===== src/rtl/emesh_arb_router_if.sv =====
// emesh_arb_router port bundle: N requesters, elink forward link,
// elink return link and N response ports.
interface emesh_arb_router_if #(
  parameter int N  = 3,
  parameter int PW = 103
);
  logic [N-1:0]    req_access_in;
  logic [N*PW-1:0] req_packet_in;
  logic [N-1:0]    req_wait_out;

  logic            fwd_access_out;
  logic [PW-1:0]   fwd_packet_out;
  logic            fwd_wait_in;
  logic [N-1:0]    fwd_grant_out;

  logic            ret_access_in;
  logic [PW-1:0]   ret_packet_in;
  logic            ret_wait_out;

  logic [N-1:0]    rsp_access_out;
  logic [PW-1:0]   rsp_packet_out;
  logic [N-1:0]    rsp_wait_in;

  modport slave (
    input  req_access_in, req_packet_in,
    input  fwd_wait_in,
    input  ret_access_in, ret_packet_in,
    input  rsp_wait_in,
    output req_wait_out,
    output fwd_access_out, fwd_packet_out,
    output fwd_grant_out,
    output ret_wait_out,
    output rsp_access_out, rsp_packet_out
  );

  modport master (
    output req_access_in, req_packet_in,
    output fwd_wait_in,
    output ret_access_in, ret_packet_in,
    output rsp_wait_in,
    input  req_wait_out,
    input  fwd_access_out, fwd_packet_out,
    input  fwd_grant_out,
    input  ret_wait_out,
    input  rsp_access_out, rsp_packet_out
  );
endinterface


===== src/rtl/emesh_arb_router.sv =====
// N-port emesh arbiter onto one elink-bound output, plus a return
// router steering elink traffic to a port by dstaddr[31:20].
module emesh_arb_router #(
  parameter int N            = 3,
  parameter int PW           = 103,
  parameter int ARB_MODE     = 0,
  parameter logic [N*12-1:0] ROUTE_ID =
    {12'h810, 12'h808, 12'h000},
  parameter int DEFAULT_PORT = N - 1
) (
  input  logic eclk,
  input  logic reset,
  emesh_arb_router_if.slave bus
);

  localparam int IW = (N > 1) ? $clog2(N) : 1;

  logic [IW-1:0] ptr;
  logic [IW-1:0] ptr_nxt;
  logic [IW-1:0] gidx;
  logic [IW-1:0] cand;
  logic          found;
  logic          fstall;
  logic [N-1:0]  gnt;
  logic [PW-1:0] gpkt;

  assign fstall = bus.fwd_access_out & bus.fwd_wait_in;

  // first requester in search order: pointer-relative or from 0
  always_comb begin
    gidx  = '0;
    cand  = '0;
    found = 1'b0;
    for (int k = 0; k < N; k++) begin
      if (ARB_MODE == 1)
        cand = IW'(k);
      else
        cand = IW'((int'(ptr) + k) % N);
      if (!found && bus.req_access_in[cand]) begin
        found = 1'b1;
        gidx  = cand;
      end
    end
  end

  always_comb begin
    gnt = '0;
    if (found && !fstall)
      gnt[gidx] = 1'b1;
  end

  assign gpkt = bus.req_packet_in[int'(gidx)*PW +: PW];

  assign ptr_nxt = (gidx == IW'(N - 1)) ?
                   '0 : gidx + IW'(1);

  assign bus.req_wait_out =
    bus.req_access_in &
    ({N{reset | fstall}} | ~gnt);

  always_ff @(posedge eclk) begin
    if (reset) begin
      bus.fwd_access_out <= 1'b0;
      bus.fwd_packet_out <= '0;
      bus.fwd_grant_out  <= '0;
      ptr                <= '0;
    end else if (!fstall) begin
      bus.fwd_access_out <= found;
      bus.fwd_grant_out  <= gnt;
      if (found)
        bus.fwd_packet_out <= gpkt;
      if (found && ARB_MODE == 0)
        ptr <= ptr_nxt;
    end
  end

  logic [IW-1:0] sel;
  logic          hit;
  logic [N-1:0]  sel_oh;
  logic          rstall;

  // lowest matching coordinate wins; no match goes to DEFAULT_PORT
  always_comb begin
    sel = IW'(DEFAULT_PORT);
    hit = 1'b0;
    for (int i = 0; i < N; i++) begin
      if (!hit &&
          ROUTE_ID[12*i +: 12] == bus.ret_packet_in[95:84]) begin
        hit = 1'b1;
        sel = IW'(i);
      end
    end
  end

  always_comb begin
    sel_oh      = '0;
    sel_oh[sel] = 1'b1;
  end

  assign rstall = |(bus.rsp_access_out & bus.rsp_wait_in);

  assign bus.ret_wait_out =
    bus.ret_access_in & (reset | rstall);

  always_ff @(posedge eclk) begin
    if (reset) begin
      bus.rsp_access_out <= '0;
      bus.rsp_packet_out <= '0;
    end else if (!rstall) begin
      bus.rsp_access_out <=
        bus.ret_access_in ? sel_oh : '0;
      if (bus.ret_access_in)
        bus.rsp_packet_out <= bus.ret_packet_in;
    end
  end

endmodule


===== src/flat_wrapper.sv =====
// flat-port wrapper written by rule: the top's interface ports become plain ports
module emesh_arb_router_flat 
#(
  parameter int N            = 3,
  parameter int PW           = 103,
  parameter int ARB_MODE     = 0,
  parameter logic [N*12-1:0] ROUTE_ID =
    {12'h810, 12'h808, 12'h000},
  parameter int DEFAULT_PORT = N - 1
)
  (eclk, reset, bus_req_access_in, bus_req_packet_in, bus_fwd_wait_in, bus_ret_access_in, bus_ret_packet_in, bus_rsp_wait_in, bus_req_wait_out, bus_fwd_access_out, bus_fwd_packet_out, bus_fwd_grant_out, bus_ret_wait_out, bus_rsp_access_out, bus_rsp_packet_out);
  emesh_arb_router_if #(.N(N), .PW(PW)) bus_i ();
  input  logic eclk;
  input  logic reset;
  input wire logic [$bits(bus_i.req_access_in)-1:0] bus_req_access_in;
  input wire logic [$bits(bus_i.req_packet_in)-1:0] bus_req_packet_in;
  input wire logic [$bits(bus_i.fwd_wait_in)-1:0] bus_fwd_wait_in;
  input wire logic [$bits(bus_i.ret_access_in)-1:0] bus_ret_access_in;
  input wire logic [$bits(bus_i.ret_packet_in)-1:0] bus_ret_packet_in;
  input wire logic [$bits(bus_i.rsp_wait_in)-1:0] bus_rsp_wait_in;
  output wire logic [$bits(bus_i.req_wait_out)-1:0] bus_req_wait_out;
  output wire logic [$bits(bus_i.fwd_access_out)-1:0] bus_fwd_access_out;
  output wire logic [$bits(bus_i.fwd_packet_out)-1:0] bus_fwd_packet_out;
  output wire logic [$bits(bus_i.fwd_grant_out)-1:0] bus_fwd_grant_out;
  output wire logic [$bits(bus_i.ret_wait_out)-1:0] bus_ret_wait_out;
  output wire logic [$bits(bus_i.rsp_access_out)-1:0] bus_rsp_access_out;
  output wire logic [$bits(bus_i.rsp_packet_out)-1:0] bus_rsp_packet_out;
  assign bus_i.req_access_in = bus_req_access_in;
  assign bus_i.req_packet_in = bus_req_packet_in;
  assign bus_i.fwd_wait_in = bus_fwd_wait_in;
  assign bus_i.ret_access_in = bus_ret_access_in;
  assign bus_i.ret_packet_in = bus_ret_packet_in;
  assign bus_i.rsp_wait_in = bus_rsp_wait_in;
  assign bus_req_wait_out = bus_i.req_wait_out;
  assign bus_fwd_access_out = bus_i.fwd_access_out;
  assign bus_fwd_packet_out = bus_i.fwd_packet_out;
  assign bus_fwd_grant_out = bus_i.fwd_grant_out;
  assign bus_ret_wait_out = bus_i.ret_wait_out;
  assign bus_rsp_access_out = bus_i.rsp_access_out;
  assign bus_rsp_packet_out = bus_i.rsp_packet_out;
  emesh_arb_router #(.N(N), .PW(PW), .ARB_MODE(ARB_MODE), .ROUTE_ID(ROUTE_ID), .DEFAULT_PORT(DEFAULT_PORT)) u_core (.eclk(eclk), .reset(reset), .bus(bus_i));
endmodule

===== config.mk =====
export PLATFORM = sky130hd
export DESIGN_NAME = emesh_arb_router_flat
export DESIGN_NICKNAME = d
export VERILOG_FILES = /design/src/rtl/emesh_arb_router_if.sv /design/src/rtl/emesh_arb_router.sv /design/src/flat_wrapper.sv
export SDC_FILE = /design/constraint.sdc
export NUM_CORES = 1
export LEC_CHECK = 0
export ABC_AREA = 1
export CAP_MARGIN = 20
export CORE_AREA = 3 3 248 250
export CTS_CLUSTER_DIAMETER = 200
export CTS_CLUSTER_SIZE = 40
export DETAILED_ROUTE_END_ITERATION = 8
export DIE_AREA = 0 0 251 253
export PLACE_DENSITY_LB_ADDON = 0.08
export RECOVER_POWER = 25
export SLEW_MARGIN = 40
export SYNTH_ARGS = -nofsm -noshare
export SYNTH_HDL_FRONTEND = slang
export SYNTH_SLANG_ARGS = --single-unit

===== constraint.sdc =====
create_clock -name eclk -period 2.56 [get_ports eclk]
set_input_delay 0.256 -clock eclk [delete_from_list [all_inputs] [get_ports eclk]]
set_output_delay 0.256 -clock eclk [all_outputs]
set_load 0.005 [all_outputs]

# Word-level counts from Yosys, hierarchy flattened
# Index checks and enable logic that the tools add are counted.
# op_classes
n_addsub,3
n_mul,1
n_div,3
magnitude_cmp,7
n_eq_ne,3
n_shift,1
n_mux,24
bitwise,10
reduce_logical,16
# op_table
cell,count
$shiftx 309x32->103,1
$mod 32x3->32 const B,2
$mod 3x3->32 const B,1
$eq 12x12->1 const A,2
$lt 2x3->1 const B,5
$mux 2,7
$logic_not 12->1,1
$mux 1,10
$mul 2x7->9 const B,1
$logic_and 1x1->1,7
$and 3x3->3,2
$bmux 1 s2,3
$mux 3,2
$logic_not 1->1,5
$demux 1 s2,2
$ge 2x1->1 const B,2
$reduce_and 2->1,2
$add 2x1->3 const B,1
$add 2x2->3 const B,1
$not 3->3,1
$or 3x3->3,1
$reduce_or 3->1,1
$add 2x1->2 const B,1
$and 1x1->1,2
other kinds (3),5
# totals
regBits,215
latch_bits,0
ramBits,0
mem_bits_ro,0
wordCells,74
memories,0

# Longest topological paths before layout
# Gate-level depths: netlist of the first run.
# logic_depth
depth_word,18
ltp_mapped,17
ltp_nobuf,15

# Least setup slack after synthesis of the first run
# OpenSTA, ideal clock, no wires.
# synth_path
path_type,flip-flop to output port
from,reg u_core.ptr[0]
to,out bus_req_wait_out[0]
arrival_time_ns,1.815
required_ns,2.304
slack_ns,0.489
path_stages_with_launch,14
path_buffers,1
path_cell_list,dfxtp_1 inv_1 ha_1 o21ai_0 nand2_1 nand2_1 nor2_2 nand2_1 nand2_1 buf_4 nor2_1 nand2_1 o21ai_1 inv_1
# synth_between
elab_chain_cells,18
elab_cells_between_ends,31
# synth_lines
element,line,source
start: declaration,emesh_arb_router.sv:18,logic [IW-1:0] ptr;
start signal: assignment,emesh_arb_router.sv:73,ptr <= ptr_nxt;
branches (longest 14 deep; another with $mod 32x3->32),-,
$mux 3 *,emesh_arb_router.sv:48,if (found && !fstall)
$not 3->3 *,emesh_arb_router.sv:59,({N{reset | fstall}} | ~gnt);
$or 3x3->3 *,emesh_arb_router.sv:59,
$and 3x3->3 *,emesh_arb_router.sv:58,bus.req_access_in &
end: declaration,flat_wrapper.sv:21,output wire logic [$bits(bus_i.req_wait_out)-1:0] bus_req_wait_out;
# Mark *: on every way between the ends. The select of a mux whose other input is x is not followed.

# Final worst setup path of the first run
# layout_path
from,reg u_core.ptr[0]
to,out bus_req_wait_out[2]
# Same word-level chain as after synthesis.

==> results by group, run 1 <==
Timing
  – Final Hold Vio Count: 0
  – Slew Viols, Final: 0
  – Final period util: 1.01
  – Slew headroom: 0.251
  – Tmin final: 2580 ps
  – Setup ws final: -22.6 ps
  – Worst Skew: 22.3 ps
  – Slew @ Worst Pin: 1120 ps
  – Endpoints failing setup: 1
  – Hold Slack: 211 ps
  – Fmax: 387 MHz
  – RSZ-0062 raised after global routing: true

Logic synthesis
  – Synthesized area: 11400 sq um
  – Register area share after synthesis: 0.379
  – Yosys top cell area share: 0.379
  – Synth area leader: dfxtp_1
  – Synthesized instance count: 1889
  – Distinct cells, synth: 22
  – Synth area leaders: dfxtp_1 38%, nand3_1 14%, nor2_1 14%
  – Syn avg cell area: 6.01 sq um
  – Synthesized net count: 2315
  – Post-synthesis sequential element count: 215
  – Synth warn: 0

Setup path
  – Worst path cell trace: inv_4 > ha_4 > buf_6 > nand3b_1 > nand2_2 > buf_6 > nand4_1 > buf_4 > nand2_4 > inv_4 > nand3_4 > o21ai_2 > inv_1 > buf_2
  – CP Max Fanout: 6
  – Worst stage delay on the critical path: 400 ps
  – Worst path bufs/invs: 7
  – Worst Setup Path Type: flop to primary output
  – Critical Path Slowest Stage Cell: dfxtp_4
  – CP startpoint kind: flop
  – CP top delay family: buffers and inverters
  – Crit path DAT: 2330 ps
  – Crit path required time: 2300 ps
  – Worst Setup End Kind: primary output

Global route
  – Initial antenna violation count: 11
  – Vias in the first global route: 13500
  – Total grt overflow: 0
  – First-pass GRT wire length: 83800 um
  – Overall global routing resource usage: 0.170
  – Largest net degree at the start of global routing: 113

Drt
  – Total Wirelength: 58700 um
  – Routed via count: 13600
  – Antenna viol nets, final: 0
  – WL/cell: 18.0 um
  – Drt first pass iters: 5
  – Vias per cell: 4.16
  – Drt drc: 0
  – First DRT Iteration DRCs: 567

Final layout
  – Area of the multi-input gates: 5350 sq um
  – Fin nets: 2909
  – Cell Count, Final, Fillers Out: 3266
  – Ratio of cells with drive above 1 in the final layout: 0.0511
  – FF+latch area: 4310 sq um
  – Layout area overhead: 70.9%
  – Filler cell count: 6527

Die
  – Core ar.: 59200 sq um
  – Die ar.: 63500 sq um
  – Starting Density: 0.192
  – Die Y: 253 um
  – Die X-Extent: 251 um
  – Io pins: 639
  – Row Count: 89

Outcome
  – Failing checks: setup timing
  – Status: finished, violations left

Placement
  – Port bufs: 638
  – Dpl cells: 3225
  – Post-DP HPWL: 40800 um
  – GPL Wtd Cong: 0.815
  – Placement Setup Slack: -123 ps

Clocking
  – Clock buffer depth: 3
  – Clock sinks: 215
  – CTS clk-pin slew, worst paths: 160 ps
  – TritonCTS clock tree: built
  – Clock Latency Late Sink: 520 ps
  – H-tree lvl count: 1
  – Hold-fix buffers, CTS: 0
  – Total CTS buffers: 9
  – Clk root buf: clkbuf_16

Power and ir drop
  – Cell area power density: 967 nW/um^2
  – Pwr Total: 18.8 mW
  – Static Leak: 9.56 nW
  – Max VDD drop: 0.000717 V

Hold path
  – Worst hold path type: input port to flop

Flow run
  – Max-cap violations: 0
cell usage after synthesis (all sizes together):
cell type and count:
nor2 421, nand2 348, inv 332, nand3 318, dfxtp 215, o21ai 108
buf 66, clkbuf 57, a21oi 11, ha 4, nand4 3, nor3 3
nand3b 2, a2bb2oi 1
layer usage:
metal / up-vias / share of wire / GRT usage
met2: 421 / 0.50 / 0.306
met3: 36 / 0.088 / 0.0611
met1: 6232 / 0.40 / 0.195
met4: 8 / 0.015 / 0.0336
li1: 6893 / - / -
met5: - / 0.00078 / 0
cells in the final DEF, fill, tap and decap left out, types with 15 or more instances in the layout:
cell | netlist | final
clkdlybuf4s50_1 | 0 | 556
nor2_1 | 420 | 419
nand2_1 | 347 | 334
inv_1 | 327 | 321
nand3_1 | 318 | 312
dfxtp_1 | 215 | 213
o21ai_0 | 105 | 103
dlygate4sd3_1 | 0 | 78
buf_4 | 22 | 44
clkbuf_16 | 0 | 15
area by class of cell:
class / instances / share of cell area
repair buffers: 706 / 0.373
multi-input cells: 1219 / 0.276
flip-flops and latches: 215 / 0.222
inverters: 332 / 0.0650
well taps: 773 / 0.0499
clock buffers: 9 / 0.0116
clock inverters: 2 / 0.00148
diodes: 10 / 0.00129
stage by stage:
stage | instance area (sq um) | util | setup TNS [ps]
finish | 19400 | 0.327 | -22.6
global route | 19400 | 0.327 | -5980
CTS | 19200 | 0.324 | -175
detailed placement | 18700 | 0.315 | -402
global placement | 18700 | 0.315 | -276
floorplan | 11400 | - | 0
where the power goes:
group / total (mW) / switching, mW / internal, mW
sequential: 4.65 / 0.419 / 4.23
clock: 1.91 / 1.23 / 0.674
combinational: 12.2 / 6.91 / 5.29
sequential cells by signal, summed over array words and instances (netlist names):
register and flops:
u_core.bus.fwd_packet_out 103, u_core.ptr 2, u_core.bus.fwd_grant_out 3, u_core.bus.fwd_access_out 1, u_core.bus.rsp_packet_out 103, u_core.bus.rsp_access_out 3
logic make-up after synthesis:
logic type,after synthesis,synth area share
AND/OR/NAND/NOR,1095,0.399
buffers and inverters,455,0.164
flip-flops,215,0.379
AO/OA/AOI/OAI,120,0.0536
adder cells (fa/ha/maj),4,0.00441
worst register-to-register path, delay by kind of cell, from the launching register on:
kind                       cells  cell delay (ps)
DFF                            1              400
buffers and inverters          7             1050
and+or+nand+nor                8              680
adders and majority gates      1              300
path summary, 6_finish.rpt:
check | from | to | slack, ps | cells past startpoint
worst max-delay path | u_core.ptr[0] | bus_req_wait_out[2] | -20 | 14
worst min-delay path | reset | u_core.bus.rsp_access_out[0] | 210 | 3
worst max register to register | u_core.ptr[0] | u_core.bus.fwd_packet_out[14] | 70 | 16
worst min register to register | u_core.bus.fwd_grant_out[0] | u_core.bus.fwd_grant_out[0] | 480 | 2
what timing repair did:
action	in CTS	in global routing
buffers inserted	12	5
pin swaps	18	13
gates resized for setup	53	15
setup endpoints to repair	3	106
gates cloned	1	6
Power figures use the tool's default switching activity.
==> run 2: changes to the inputs <==
--- a/config.mk
+++ b/config.mk
@@ -14,7 +14,7 @@
 export DIE_AREA = 0 0 251 253
 export PLACE_DENSITY_LB_ADDON = 0.08
 export RECOVER_POWER = 25
-export SLEW_MARGIN = 40
+export SKIP_CTS_REPAIR_TIMING = 1
 export SYNTH_ARGS = -nofsm -noshare
 export SYNTH_HDL_FRONTEND = slang
 export SYNTH_SLANG_ARGS = --single-unit
==> results by group, run 2 (synthesis gave the netlist of run 1 again) <==
Die
  – Row Count: 89 (unchanged)
  – Starting Density: 0.192 (unchanged)
  – Die Y: 253 um (unchanged)
  – Die ar.: 63500 sq um (unchanged)
  – Die X-Extent: 251 um (unchanged)
  – Core ar.: 59200 sq um (unchanged)
  – Io pins: 639 (unchanged)

Setup path
  – Most frequent CP cell: buf_6
  – CP Max Fanout: 5 (-1)
  – Worst path bufs/invs: 5 (-2)
  – Crit path required time: 2300 ps (about the same)
  – Worst Setup Path Type: flop to primary output
  – Worst path cell trace: buf_6 > ha_4 > o21ai_4 > nand2_4 > buf_6 > a21oi_2 > buf_4 > nand2_4 > nor2_4 > nand2_2 > o21ai_1 > inv_1 > buf_6
  – Critical Path Slowest Stage Cell: dfxtp_4
  – Worst stage delay on the critical path: 400 ps (about the same)
  – CP startpoint kind: flop
  – Crit path DAT: 2370 ps (+40 ps)
  – CP top delay family: buffers and inverters
  – Worst Setup End Kind: primary output

Timing
  – RSZ-0062 raised after global routing: true
  – Worst Skew: 23.7 ps (+1.40 ps)
  – Hold Slack: 233 ps (+22.0 ps)
  – Slew headroom: 0.243 (-0.00802)
  – Fmax: 381 MHz (-1.6%)
  – Setup ws final: -65.3 ps (-42.7 ps)
  – Post-route setup TNS: -121 ps (-98.1 ps)
  – Final Hold Vio Count: 0 (unchanged)
  – Slew @ Worst Pin: 1140 ps (+12.0 ps)
  – Slew Viols, Final: 0 (unchanged)
  – Final period util: 1.03 (+0.0167)
  – Tmin final: 2630 ps (+42.7 ps)
  – Endpoints failing setup: 3 (+2)

Drt
  – Routed via count: 13400 (-1.2%)
  – Total Wirelength: 56400 um (-4.0%)
  – Vias per cell: 4.13 (-0.72%)
  – Drt first pass iters: 4 (-1)
  – WL/cell: 17.3 um (-3.5%)
  – Antenna viol nets, final: 0 (unchanged)
  – First DRT Iteration DRCs: 561 (-1.1%)
  – Drt drc: 0 (unchanged)

Final layout
  – Layout area overhead: 68.7%
  – Fin nets: 2897 (-0.41%)
  – Commonest non-fill, non-tap cell in the layout: clkdlybuf4s50_1
  – Most frequent cells in the layout: 531 x clkdlybuf4s50_1, 419 x nor2_1, 334 x nand2_1, 321 x inv_1, 315 x nand3_1
  – Filler cell count: 6509 (-0.28%)
  – Cell Count, Final, Fillers Out: 3249 (-0.52%)
  – Ratio of cells with drive above 1 in the final layout: 0.0449 (-0.00624)
  – Largest registers: u_core.bus.fwd_packet_out (103), u_core.bus.rsp_packet_out (103)
  – Util after Layout: 0.323 (-0.00420)

Flow run
  – Max-cap violations: 0 (unchanged)

Hold path
  – Worst hold path type: input port to flop

Clocking
  – Total CTS buffers: 9 (unchanged)
  – Clk root buf: clkbuf_16
  – Clock sinks: 215 (unchanged)
  – CTS clk-pin slew, worst paths: 160 ps (about the same)
  – Clock buffer depth: 3 (unchanged)
  – H-tree lvl count: 1 (unchanged)
  – Clock Latency Late Sink: 510 ps (about the same)
  – TritonCTS clock tree: built

Global route
  – First-pass GRT wire length: 82800 um (-1.2%)
  – Overall global routing resource usage: 0.167 (-0.00269)
  – Vias in the first global route: 13300 (-1.3%)
  – Initial antenna violation count: 6 (-5)
  – Largest net degree at the start of global routing: 113 (unchanged)
  – Total grt overflow: 0 (unchanged)

Placement
  – Placement Setup Slack: -94.2 ps (+28.9 ps)
  – Dpl cells: 3225 (unchanged)
  – Post-DP HPWL: 40600 um (-0.32%)
  – GPL Wtd Cong: 0.815 (unchanged)
  – Port bufs: 638 (unchanged)

Outcome
  – Failing checks: setup timing
  – Status: finished, violations left

Power and ir drop
  – Cell area power density: 952 nW/um^2 (-1.6%)
  – Max VDD drop: 0.000999 V (+39%)
  – Static Leak: 9.49 nW (-0.76%)
run 2: cell types whose count changed in the layout (fill, tap and decap cells not counted), moves of 5 or more:
cell	previous run	this run
clkdlybuf4s50_1	556	531
buf_16	5	0
clkbuf_16	15	9
buf_4	44	39
dlygate4sd3_1	78	103
diode_2	10	4
run 2: area by class of cell:
| type | instances | area (sq um) | area share |
|---|---|---|---|
| Timing Repair Buffer | 694 | 6980 | 0.365 |
| Inverter | 332 | 1260 | 0.0658 |
| Multi-Input combinational cell | 1219 | 5350 | 0.279 |
| Antenna cell | 4 | 10.0 | 0.000523 |
| Tap cell | 773 | 967 | 0.0505 |
| Sequential cell | 215 | 4310 | 0.225 |
| Clock buffer | 10 | 239 | 0.0125 |
| Clock inverter | 2 | 27.5 | 0.00144 |
run 2: per-layer routing:
metal  wire length, um  up-vias  GRT usage  share of wire
met5                27        -          0        0.00048
met4               981        4     0.0308          0.017
met3              4770       38     0.0569          0.085
met2             28100      415      0.303           0.50
met1             22500     6112      0.193           0.40
li1                  -     6853          -              -
run 2: power breakdown:
part / internal, mW / switching, mW / total (mW)
Clock: 0.702 / 1.25 / 1.95
Combinational: 4.98 / 6.65 / 11.6
Sequential: 4.23 / 0.421 / 4.65
Total: 9.90 / 8.32 / 18.2
run 2: path summary, 6_finish.rpt:
check / startpoint / endpoint / slack, ps / cells after the start
worst max-delay path: u_core.ptr[0] / bus_req_wait_out[0] / -70 / 13
worst min-delay path: reset / u_core.bus.rsp_access_out[0] / 230 / 3
worst max register to register: u_core.ptr[0] / u_core.bus.fwd_packet_out[47] / 150 / 15
worst min register to register: u_core.bus.fwd_grant_out[0] / u_core.bus.fwd_grant_out[0] / 480 / 2
run 2: worst reg2reg max path, cell delays in order, from the launching register on:
cell and delay (ps):
dfxtp_4 420, inv_4 40, buf_4 120, ha_1 200
nand3b_1 170, nand2_2 110, buf_4 110, nand4_1 160
buf_4 190, buf_4 140, buf_12 170, nand3_1 190
nand3_1 140, nand3_1 110, nand2_1 60, inv_1 40
run 2: through the flow:
| stage | total power, mW | area, sq um |
|---|---|---|
| final | 18.2 | 19100 |
| after detailed placement | 16.4 | 18700 |
| after global placement | 16.3 | 18700 |
| after CTS | 18.4 | 18900 |
| after floorplan | 11.3 | 11400 |
| after global routing | 20.0 | 19100 |
